## config.mk

```make
export PLATFORM = sky130hd
export DESIGN_NAME = seg_scan_drv
export DESIGN_NICKNAME = d
export VERILOG_FILES = /design/src/rtl/seg_scan_drv_pkg.sv /design/src/rtl/seg_scan_drv_scan_tick.sv /design/src/rtl/seg_scan_drv.sv
export SDC_FILE = /design/constraint.sdc
export NUM_CORES = 1
export LEC_CHECK = 0
export ABC_AREA = 1
export BUFFER_PORTS_ARGS = -buffer_cell sky130_fd_sc_hd__buf_2
export CAP_MARGIN = 0
export CELL_PAD_IN_SITES_DETAIL_PLACEMENT = 0
export CELL_PAD_IN_SITES_GLOBAL_PLACEMENT = 2
export CORE_UTILIZATION = 31
export CTS_CLUSTER_SIZE = 12
export DETAILED_ROUTE_END_ITERATION = 12
export HOLD_SLACK_MARGIN = 0.12
export PLACE_DENSITY = 0.79
export SKIP_CTS_REPAIR_TIMING = 1
export SYNTH_ARGS = -nofsm -noshare
export SYNTH_HDL_FRONTEND = slang
export SYNTH_SLANG_ARGS = --single-unit
export TNS_END_PERCENT = 20
```

## constraint.sdc

```tcl
create_clock -name clk -period 2.2 [get_ports clk]
set_clock_uncertainty 0.2 [all_clocks]
set_input_delay 0.11 -clock clk [delete_from_list [all_inputs] [get_ports clk]]
set_output_delay 0.11 -clock clk [all_outputs]
set_load 0.01 [all_outputs]
```

## src/rtl/seg_scan_drv_pkg.sv

```systemverilog
`default_nettype none
// ============================================================================
// seg_scan_drv_pkg
// Shared constants, FSM state encodings and pattern helpers for the 4-digit
// seven-segment scan driver.
// Revision: 1.0 - initial release
// ============================================================================
package seg_scan_drv_pkg;

  localparam logic [6:0] SEG_BLANK  = 7'b1111111;
  localparam logic [6:0] SEG_MINUS  = 7'b0111111;
  localparam int         NUM_DIGITS = 4;

  typedef enum logic [0:0] {
    BLANK = 1'b0,
    SHOW  = 1'b1
  } state_t;

  // Digit n occupies bits [7n+6:7n] of a packed frame.
  function automatic logic [6:0] digit_pat(input logic [27:0] frame,
                                           input logic [1:0]  idx);
    return frame[idx*7 +: 7];
  endfunction

  function automatic logic [3:0] an_sel(input logic [1:0] idx);
    return ~(4'b0001 << idx);
  endfunction

endpackage
`default_nettype wire

```

## src/rtl/seg_scan_drv_scan_tick.sv

```systemverilog
`default_nettype none
// ============================================================================
// scan_tick
// Digit-slot prescaler: counts 0..SCAN_DIV-1 and flags the last count.
// Revision: 1.0 - initial release
// ============================================================================
module scan_tick #(
  parameter int SCAN_DIV = 8
) (
  input  logic                        clk,
  input  logic                        rst,
  output logic [$clog2(SCAN_DIV)-1:0] cnt,
  output logic                        wrap
);

  localparam int              CW     = $clog2(SCAN_DIV);
  localparam logic [CW-1:0]   c_last = CW'(SCAN_DIV - 1);

  logic [CW-1:0] r_cnt;

  assign wrap = (r_cnt == c_last);
  assign cnt  = r_cnt;

  always_ff @(posedge clk or posedge rst) begin
    if (rst) begin
      r_cnt <= '0;
    end else if (wrap) begin
      r_cnt <= '0;
    end else begin
      r_cnt <= r_cnt + 1'b1;
    end
  end

endmodule
`default_nettype wire

```

## src/rtl/seg_scan_drv.sv

```systemverilog
`default_nettype none
// ============================================================================
// seg_scan_drv
// Four-digit multiplexed seven-segment driver with a shadow frame that is
// committed only at frame boundaries, and blanking at the start of each slot.
// Revision: 1.0 - initial release
// ============================================================================
module seg_scan_drv
  import seg_scan_drv_pkg::*;
#(
  parameter int SCAN_DIV  = 8,
  parameter int BLANK_CYC = 2
) (
  input  logic        clk,
  input  logic        rst,
  input  logic        en,
  input  logic        load,
  input  logic [27:0] seg_in,
  output logic [6:0]  seg_out,
  output logic [3:0]  an_out,
  output logic        pending,
  output logic        frame_done
);

  localparam int            CW           = $clog2(SCAN_DIV);
  localparam logic [CW-1:0] c_last_blank = CW'(BLANK_CYC - 1);
  localparam logic [1:0]    c_last_digit = 2'(NUM_DIGITS - 1);

  logic [CW-1:0] w_cnt;
  logic          w_wrap;

  state_t        r_state;
  state_t        w_state_nxt;
  logic [1:0]    r_digit;
  logic [1:0]    w_digit_nxt;
  logic [27:0]   r_shadow;
  logic [27:0]   r_active;
  logic [27:0]   w_active_nxt;
  logic          w_commit;
  logic          r_pending;
  logic          w_pending_nxt;
  logic          r_frame_done;
  logic [6:0]    r_seg;
  logic [6:0]    w_seg_nxt;
  logic [3:0]    r_an;
  logic [3:0]    w_an_nxt;

  scan_tick #(
    .SCAN_DIV (SCAN_DIV)
  ) u_scan_tick (
    .clk  (clk),
    .rst  (rst),
    .cnt  (w_cnt),
    .wrap (w_wrap)
  );

  always_ff @(posedge clk or posedge rst) begin
    if (rst) begin
      r_state <= BLANK;
    end else begin
      r_state <= w_state_nxt;
    end
  end

  // Outputs are computed from next-cycle values so the registered drive
  // lines up with the registered state, digit and active frame.
  always_comb begin
    w_state_nxt   = r_state;
    w_digit_nxt   = r_digit;
    w_commit      = 1'b0;
    w_active_nxt  = r_active;
    w_pending_nxt = r_pending;
    w_seg_nxt     = SEG_BLANK;
    w_an_nxt      = 4'b1111;

    case (r_state)
      BLANK:   if (w_cnt == c_last_blank) w_state_nxt = SHOW;
      SHOW:    if (w_wrap) w_state_nxt = BLANK;
      default: w_state_nxt = BLANK;
    endcase

    if (w_wrap) begin
      w_digit_nxt = r_digit + 2'd1;
    end

    w_commit = w_wrap && (r_digit == c_last_digit) && r_pending;
    if (w_commit) begin
      w_active_nxt = r_shadow;
    end

    // A load on the commit edge keeps pending set for the new data.
    if (load) begin
      w_pending_nxt = 1'b1;
    end else if (w_commit) begin
      w_pending_nxt = 1'b0;
    end

    if ((w_state_nxt == SHOW) && en) begin
      w_seg_nxt = digit_pat(w_active_nxt, w_digit_nxt);
      w_an_nxt  = an_sel(w_digit_nxt);
    end
  end

  always_ff @(posedge clk or posedge rst) begin
    if (rst) begin
      r_digit      <= 2'd0;
      r_shadow     <= {4{SEG_BLANK}};
      r_active     <= {4{SEG_BLANK}};
      r_pending    <= 1'b0;
      r_frame_done <= 1'b0;
      r_seg        <= SEG_BLANK;
      r_an         <= 4'b1111;
    end else begin
      r_digit      <= w_digit_nxt;
      r_active     <= w_active_nxt;
      r_pending    <= w_pending_nxt;
      r_frame_done <= w_commit;
      r_seg        <= w_seg_nxt;
      r_an         <= w_an_nxt;
      if (load) begin
        r_shadow <= seg_in;
      end
    end
  end

  assign seg_out    = r_seg;
  assign an_out     = r_an;
  assign pending    = r_pending;
  assign frame_done = r_frame_done;

endmodule
`default_nettype wire

```

Yosys cells after proc, flatten, opt, wreduce, memory -nomap -nowiden
Cells that the tools add are included.

word-level totals
  register bits = 75
  latch bits = 0
  RAM bits = 0
  memory bits (read-only) = 0
  word-level logic and storage cells = 33
  memories kept = 0

operators by class
  add/subtract/negate cells = 2
  multiply operators = 1
  divide/modulo/power cells = 0
  $lt $le $gt $ge = 0
  eq/ne operators = 3
  shift-type cells = 2
  muxes and demuxes = 10
  bitwise logic cells = 2
  reductions and logical operators = 4

operators by type and width
  operator                                                                number
  28-bit 2-to-1 mux                                                       1
  28-bit by 6-bit indexed part select with 7-bit output                   1
  7-bit 2-to-1 mux                                                        1
  2-bit by 3-bit multiplier with 5-bit output (second input constant)     1
  1-bit 2-to-1 mux                                                        4
  4-bit 2-to-1 mux                                                        1
  4-bit NOT                                                               1
  1-bit by 2-bit << shifter with 4-bit output (first input constant)      1
  3-bit by 1-bit adder with 3-bit output (second input constant)          1
  3-bit by 1-bit equality test with 1-bit output (second input constant)  1
  3-bit equality test (second input constant)                             1
  1-bit logical AND                                                       3
  3-bit 2-to-1 mux                                                        1
  2-bit by 1-bit adder with 2-bit output (second input constant)          1
  2-bit equality test (second input constant)                             1
  2-bit 2-to-1 mux                                                        1
  1-bit one-hot mux with 2 select lines                                   1
  2-bit nonzero test                                                      1
  1-bit NOT                                                               1

Depth between registers and ports, before layout
Gate-level depths: netlist (run 1).

  depth in word-level cells = 6
  gate-level depth with buffers = 11

By module
Synthesis (run 1) repeated with hierarchy kept, for this count alone.

second synthesis, totals
  cell total of the unflattened synthesis = 385
  area, all modules = 3,331.9 um^2

by module, submodules not included
  module        instances  cells an instance  area an instance (um^2)  sequential area each (um^2)
  seg_scan_drv  1          378                3,224.3                  1,885.6
  scan_tick     1          7                  107.6                    75.1

Worst setup path after synthesis (run 1)
OpenSTA, ideal clock, no wires.

  path type = register -> register
  start point = reg u_scan_tick.r_cnt[0] (netlist: u_scan_tick.cnt[0])
  end point = reg r_seg[2] (netlist: seg_out[2])
  arrival time = 1.503 ns
  required time = 1.917 ns
  path slack = 0.414 ns
  cell stages (with the launch flop) = 12
  path buffers = 3
  period minus slack after synthesis = 1.786 ns
  cells stage by stage = dfrtp_1 -> ha_1 -> ha_1 -> buf_6 -> nand3_4 -> buf_6 -> buf_6 -> nand2_1 -> nand2_1 -> nor2_1 -> nor2_1 -> nand3_1

on the way
  longest elaborated chain between the ends = 6

ends and longest elaborated chain
  element                                                                                              RTL line                      source
  from (decl)                                                                                          seg_scan_drv_scan_tick.sv:19  logic [CW-1:0] r_cnt;
  from (signal assigned)                                                                               seg_scan_drv_scan_tick.sv:30  r_cnt <= r_cnt + 1'b1;
  parallel branches: the longest is 5 deep, another holds 2-bit by 3-bit multiplier with 5-bit output  --
  7-bit 2-to-1 mux (*)                                                                                 seg_scan_drv.sv:98            if ((w_state_nxt == SHOW) && en) begin
  named net w_seg_nxt[2]                                                                               seg_scan_drv.sv:44            logic [6:0] w_seg_nxt;
  to (signal assigned)                                                                                 seg_scan_drv.sv:118           r_seg <= w_seg_nxt;
  to (decl)                                                                                            seg_scan_drv.sv:43            logic [6:0] r_seg;

Mark *: on every way through the listed nets, which the timed path passes.
A chain may end at the register's enable or synchronous reset.

Final worst setup path (run 1)
  start point = reg u_scan_tick.r_cnt[0] (netlist: u_scan_tick.cnt[0])
  end point = reg r_seg[1] (netlist: seg_out[1])

Same word-level chain as after synthesis.

==> metrics.md, run 1 <==
| Metric | Value |
|---|---|
| Area growth syn-to-layout | 31.4% |
| Relative slew slack | 59.5% |
| RSZ-0062 raised after global routing | no |
| Top cells by count, synth | nand2_1 (102), inv_1 (77), dfstp_2 (67) |
| Root Driver | clkbuf_8 |
| FMAX | 493 MHz |
| Global-route wire length before repair | 12.2 mm |
| Post-Route WL | 7.16 mm |
| Post-synth EDFFs | 0 |
| Core area | 0.0104 sq mm |
| Top cells by area, synth | dfstp_2 (53%), nand2_1 (11%), inv_1 (8.6%) |
| CTS tree | yes |
| ANT nets after route | 0 |
| Worst Max-Slew Pin Slew | 0.607 ns |
| I/O pins | 45 |
| Clock sink count | 75 |
| Detailed router's first-iteration violation count | 158 |
| Power Total | 3160 uW |
| Worst hold margin | 0.0746 ns |
| Crit Reg-Reg Endpoint | seg_out[1] |
| CTS Buf Count | 9 |
| Pwr dens | 718 mW/mm^2 |
| Worst Path Arrival | 2.12 ns |
| Routed vias | 2,557 |
| WP data required | 2.29 ns |
| HPWL Detailed | 5.00 mm |
| Post-synth top area share | 52.6% |
| Pin count of the biggest net entering global routing | 31 |
| Max FO, Critical Path | 8 |
| Crit. End Element | register |
| Ys flop type | dfstp_2 |
| Starting Density | 32.1% |
| Chip width | 106 microns |
| Clock H-tree levels | 3 |
| Reg-to-reg slack, setup | 0.17 ns |
| Fin crit share | 92.1% |
| Count of input and output buffers | 44 |
| Die Y | 106 microns |
| RePlAce Congestion | 0.803 |
| Final hold violations | 0 |
| Vias per cell | 4.19 |
| Crit Path Category | register to register |
| Worst Hold Class | input pin to register |
| Worst Hold Launch | load |
| Clock transition at the registers of the reported paths | 0.08 ns |
| GR Util All Layers | 14.0% |
| Mapped cell area | 0.00335 sq mm |
| Die ar. | 0.0112 sq mm |
| FFs w/ async S/R, synth | 100% |
| Rows | 37 |
| Wire per inst | 11.7 microns |
| WHS Endpoint | r_shadow[24] |
| Sequential element share of the synthesized area | 58.6% |
| MaxCap Viol Count | 0 |
| Flops & latches, synth | 75 |
| FF-to-FF Start | u_scan_tick.cnt[0] |
| CTS Buffer Depth | 2 |
| Total grt overflow | 0 |
| Dominant cell type by area after synthesis | dfstp_2 |
| Cells after synthesis | 380 |
| Setup Viol. Count Final | 0 |
| Synthesis Warnings | 0 |
| Initial antenna violation count | 0 |
| Min Clock Period, post-route | 2.03 ns |
| Share of cells above drive strength 1 | 31.0% |
| Number of iterations in the first detailed-routing pass | 4 |
| Worst r2r path cells | 10 |
| # diodes | 0 |
| Cell with the most instances after synthesis | nand2_1 |
| Leakage | 0.00217 uW |
| Number of global-route vias before repair | 2,524 |
| # DRC | 0 |
| Syn nets | 416 |
| Setup TNS | 0 ns |
| Yosys cell types | 18 |
| Final count of pins violating max slew | 0 |
| Status | completed |
| Avg Cell Area, Syn | 8.81 sq um |
| Nets | 505 |
| Worst vdd ir | 0.273 mV |
| Startpoint types | register |
| Later-pin clock latency in the skew report | 0.34 ns |
| Hold depth | 2 |
-- worst max-delay path, stage by stage (launching register included) --
cell and delay [ns]:
dfrtp_1 0.40, ha_1 0.21, ha_1 0.23, buf_4 0.18
inv_2 0.08, nand2_1 0.06, nand2_1 0.12, nand2_1 0.15
inv_1 0.16, nand2_1 0.09, nand3_1 0.09
-- layout make-up --
type / count / area, sq um
fill: 1094 / 6020
tap: 136 / 170
multi-input combinational: 210 / 987
inverter: 78 / 293
clock inverter: 4 / 97.6
clock buffer: 12 / 145
timing repair buffer: 95 / 746
sequential: 75 / 1960
-- cells by family after synthesis --
family          after synthesis  share of synthesized area (%)
simple gates                168                           21.0
buf+inv                      95                           12.0
flops                        75                           58.6
compound gates               34                           5.61
mux                           4                           1.35
fa+ha+maj                     4                           1.50
-- how the worst max path moves through the flow --
stage                       start         end  slack (ns)  depth (start not counted)
2_1_floorplan                 rst  frame_done        0.09                          1
3_3_place_gp   u_scan_tick.cnt[0]  seg_out[0]        0.21                         11
3_5_place_dp   u_scan_tick.cnt[0]  seg_out[0]        0.14                         11
4_1_cts        u_scan_tick.cnt[0]  seg_out[0]        0.10                         11
5_1_grt        u_scan_tick.cnt[0]  seg_out[6]        0.02                         10
6_report       u_scan_tick.cnt[0]  seg_out[1]        0.17                         10
-- routing by layer --
| metal | track usage [%] | vias to the layer above | share of wire, % |
|---|---|---|---|
| li1 | - | 1316 | - |
| met1 | 19.2 | 1187 | 51 |
| met2 | 21.2 | 46 | 44 |
| met3 | 3.43 | 8 | 3.7 |
| met4 | 5.36 | 0 | 1.1 |
| met5 | 0 | - | 0 |
-- through the flow --
stage          cell area [sq um]  worst slack (ns)  std cells  utilization (%)
2_1_floorplan               3350            0.0909        380                -
3_3_place_gp                3730             0.205        552             35.8
3_5_place_dp                3730             0.139        552             35.8
4_1_cts                     3980             0.104        568             38.2
5_1_grt                     4400            0.0225        610             42.2
6_report                    4400             0.173        610             42.2
-- flip-flops by register name, summed over array words and instances (netlist names) --
name and count:
pending 1, r_active 28, u_scan_tick.cnt 3, frame_done 1, an_out 4, r_shadow 28, r_state 1, seg_out 7
r_digit 2
-- cell usage in the layout, fill, tap and decap left out, types with 2 or more instances in the layout --
master | synthesis | final
inv_1 | 77 | 75
nand2_1 | 102 | 101
buf_12 | 0 | 3
bufinv_16 | 0 | 3
dfrtp_1 | 8 | 8
mux2_2 | 4 | 4
o21ai_0 | 29 | 29
buf_4 | 2 | 6
o21ai_2 | 4 | 4
nand4_1 | 19 | 19
ha_1 | 4 | 4
nor2_1 | 38 | 38
inv_2 | 1 | 3
buf_2 | 6 | 44
dfstp_2 | 67 | 67
nand3_1 | 8 | 8
clkbuf_8 | 0 | 10
clkbuf_1 | 5 | 2
dlygate4sd3_1 | 0 | 42
-- where the power goes --
group	internal, uW	switching (uW)
Combinational	147	168
Sequential	1540	23.7
Clock	786	493
Note: power is estimated with default switching activity, not from simulation.
==> run 2: changes to the inputs <==
GPL_TIMING_DRIVEN = 0   (was not set)
SLEW_MARGIN = 40   (was not set)
==> run 2 against run 1 <==
  * Global-route usage rose by 1.2 points
  * First-iteration DRC count fell by 44%
  * Largest power group unchanged
  * Power fell by 13%
  * Critical path type unchanged
  * Combinational power fell by 3%
  * Final cell count fell by 0.66%
==> metrics.md, run 2 (synthesized netlist as in run 1, its figures left out) <==
| Metric | Value |
|---|---|
| Fin crit share | 95.0% (+2.9 points) |
| Net Sw Power | 661 uW (-3.5%) |
| Metal-1 WL | 3.81 mm (+4.0%) |
| Die ar. | 0.0112 sq mm (unchanged) |
| Uppermost routed layer | met4 |
| Pin count of the biggest net entering global routing | 44 (+42%) |
| Vias per cell | 4.25 (+1.3%) |
| Routed wl met3 | 292 microns (+11%) |
| Layout Cells excl Fill | 606 (-0.66%) |
| Nets | 503 (-0.40%) |
| Critical path's slowest cell | dfrtp_1 |
| Root Driver | clkbuf_8 |
| WHS Endpoint | an_out[2] |
| Largest delay contributor family on the critical path | simple AND/OR/NAND/NOR gates |
| Setup WS post-layout | 0.110 ns (-0.0628 ns) |
| Multi-input gate area | 990 sq um (+0.25%) |
| Max FO, Critical Path | 10 (+2) |
| Total grt overflow | 0 (unchanged) |
| Chip width | 106 microns (unchanged) |
| Worst Hold Class | input pin to register |
| # DRC | 0 (unchanged) |
| Clock transition at the registers of the reported paths | 0.07 ns (about the same) |
| CTS Buf Count | 9 (unchanged) |
| Wire per inst | 13.0 microns (+11%) |
| Global-route wire length before repair | 13.0 mm (+6.7%) |
| Worst Max-Slew Pin Slew | 0.507 ns (-0.100 ns) |
| Most used cell, CP | buf_6 |
| Startpoint types | register |
| Comb pwr share | 11.1% (+1.1 points) |
| Crit Reg-Reg Endpoint | seg_out[3] |
| CTS tree | yes |
| Pwr dens | 646 mW/mm^2 (-10%) |
| Power Total | 2730 uW (-13%) |
| I/O pins | 45 (unchanged) |
| GR Util All Layers | 15.2% (+1.2 points) |
| Finished layout cell area | 0.00423 sq mm (-3.9%) |
| WP data required | 2.26 ns (-0.03 ns) |
| Share of cells above drive strength 1 | 31.5% (+0.48 points) |
| Crit Path Category | register to register |
| Starting Density | 32.1% (unchanged) |
| Setup WS pre-CTS | 0.106 ns (-0.0331 ns) |
| Core area | 0.0104 sq mm (unchanged) |
| Status | completed |
| Clock sink count | 75 (unchanged) |
| Number of iterations in the first detailed-routing pass | 4 (unchanged) |
| Reg-to-reg slack, setup | 0.11 ns (-0.06 ns) |
| Met2 WL | 3.71 mm (+18%) |
| Setup Viol. Count Final | 0 (unchanged) |
| Area growth syn-to-layout | 26.4% |
| Detailed router's first-iteration violation count | 88 (-44%) |
| Commonest non-fill, non-tap cell in the layout | nand2_1 |
| Hold depth | 4 (+2) |
| Setup TNS | 0 ns (unchanged) |
| CP Launch Point | u_scan_tick.cnt[0] |
| Clock Power Share | 31.5% (-9.0 points) |
| MaxCap Viol Count | 0 (unchanged) |
| Die Y | 106 microns (unchanged) |
| Routed vias | 2,573 (+0.63%) |
| Flip-flop and latch area | 0.00196 sq mm (unchanged) |
| Min Clock Period, post-route | 2.09 ns (+0.0628 ns) |
| Buf+Inv Stages, Crit Path | 3 (unchanged) |
| HPWL Detailed | 5.48 mm (+9.6%) |
| FF-to-FF Start | u_scan_tick.cnt[0] |
| FMAX | 479 MHz (-3.0%) |
| CTS Buffer Depth | 2 (unchanged) |
| Worst r2r path cells | 11 (+1) |
| Final count of pins violating max slew | 0 (unchanged) |
| Worst Path Arrival | 2.15 ns (+0.03 ns) |
| CP peak stage delay | 0.40 ns (about the same) |
| # diodes | 0 (unchanged) |
| RSZ-0062 raised after global routing | yes |
| Post-Route WL | 7.88 mm (+10%) |
| Clock H-tree levels | 3 (unchanged) |
| Placed Area | 0.00376 sq mm (+0.64%) |
| Flop pwr share | 57.3% (+7.7 points) |
| Worst vdd ir | 0.279 mV (+2.4%) |
| Crit. End Element | register |
| Later-pin clock latency in the skew report | 0.34 ns (about the same) |
| Initial antenna violation count | 0 (unchanged) |
| Worst Hold Launch | en |
| RePlAce Congestion | 0.748 (-6.9%) |
| Layout fillers | 1,086 (-0.73%) |
| Final hold violations | 0 (unchanged) |
| Inst Count DP | 560 (+1.4%) |
| Leakage | 0.00211 uW (-2.8%) |
| Leading cell types in the layout, fill and taps excluded | nand2_1 (101), inv_1 (74), dfstp_2 (67) |
| Number of global-route vias before repair | 2,556 (+1.3%) |
| Rows | 37 (unchanged) |
| ANT nets after route | 0 (unchanged) |
| Critical-path cell list | ha_1 -> ha_1 -> buf_6 -> nand3_4 -> buf_6 -> buf_6 -> nand2_1 -> nand2_1 -> nor2_1 -> nor2_1 -> nand3_1 |
| Relative slew slack | 66.2% (+6.7 points) |
| Switching share of power | 24.2% (+2.5 points) |
| Count of input and output buffers | 43 (-2.3%) |
| Internal power | 2070 uW (-16%) |
-- run 2: cell count changes in the layout (fill, tap and decap cells not counted), sizes merged --
| cell | before | now |
|---|---|---|
| dlygate4sd3 | 42 | 32 |
| clkbuf | 12 | 19 |
| bufinv | 3 | 0 |
| buf | 53 | 55 |
| clkinv | 0 | 1 |
| clkinvlp | 1 | 0 |
-- run 2: through the flow --
stage / util (%) / hold WS (ns)
floorplan: - / 0.0160
global placement: 35.8 / 0.122
detailed placement: 36.1 / -0.0416
CTS: 37.5 / -0.425
global route: 40.6 / 0.126
finish: 40.6 / 0.0746
-- run 2: worst reg2reg max path, stage by stage, from the launching register on --
cell     delay (ns)
dfrtp_1        0.40
ha_1           0.21
ha_1           0.18
buf_6          0.14
nand3_4        0.09
buf_6          0.15
buf_6          0.16
nand2_1        0.07
nand2_1        0.10
nor2_1         0.06
nor2_1         0.15
nand3_1        0.11
-- run 2: area by class of cell --
cell class	instances	area share [%]
Buffer	17	2.63
Timing Repair Buffer	76	13.1
Clock buffer	13	3.28
Sequential cell	75	46.4
Multi-Input combinational cell	210	23.4
Clock inverter	1	0.118
Inverter	78	7.04
Tap cell	136	4.02
-- run 2: worst max-delay path by stage --
stage,end,slack (ns),depth (start not counted)
finish,seg_out[3],0.11,11
floorplan,frame_done,0.09,1
detailed placement,seg_out[2],0.11,10
global route,seg_out[3],-0.02,11
CTS,seg_out[2],0.08,10
global placement,frame_done,-0.96,2
-- run 2: per-layer routing --
| layer | vias to the layer above | track usage (%) |
|---|---|---|
| li1 | 1317 | - |
| met1 | 1207 | 20.1 |
| met3 | 8 | 3.80 |
| met4 | 0 | 3.27 |
| met2 | 41 | 25.1 |
| met5 | - | 0 |
-- run 2: power groups by stage --
| stage | Sequential, uW | Combinational [uW] | Clock, uW |
|---|---|---|---|
| floorplan | 1580 | 175 | 0 |
| detailed placement | 1590 | 261 | 0 |
| global route | 1580 | 354 | 953 |
| finish | 1570 | 304 | 862 |
| global placement | 1590 | 251 | 0 |
| CTS | 1570 | 264 | 901 |
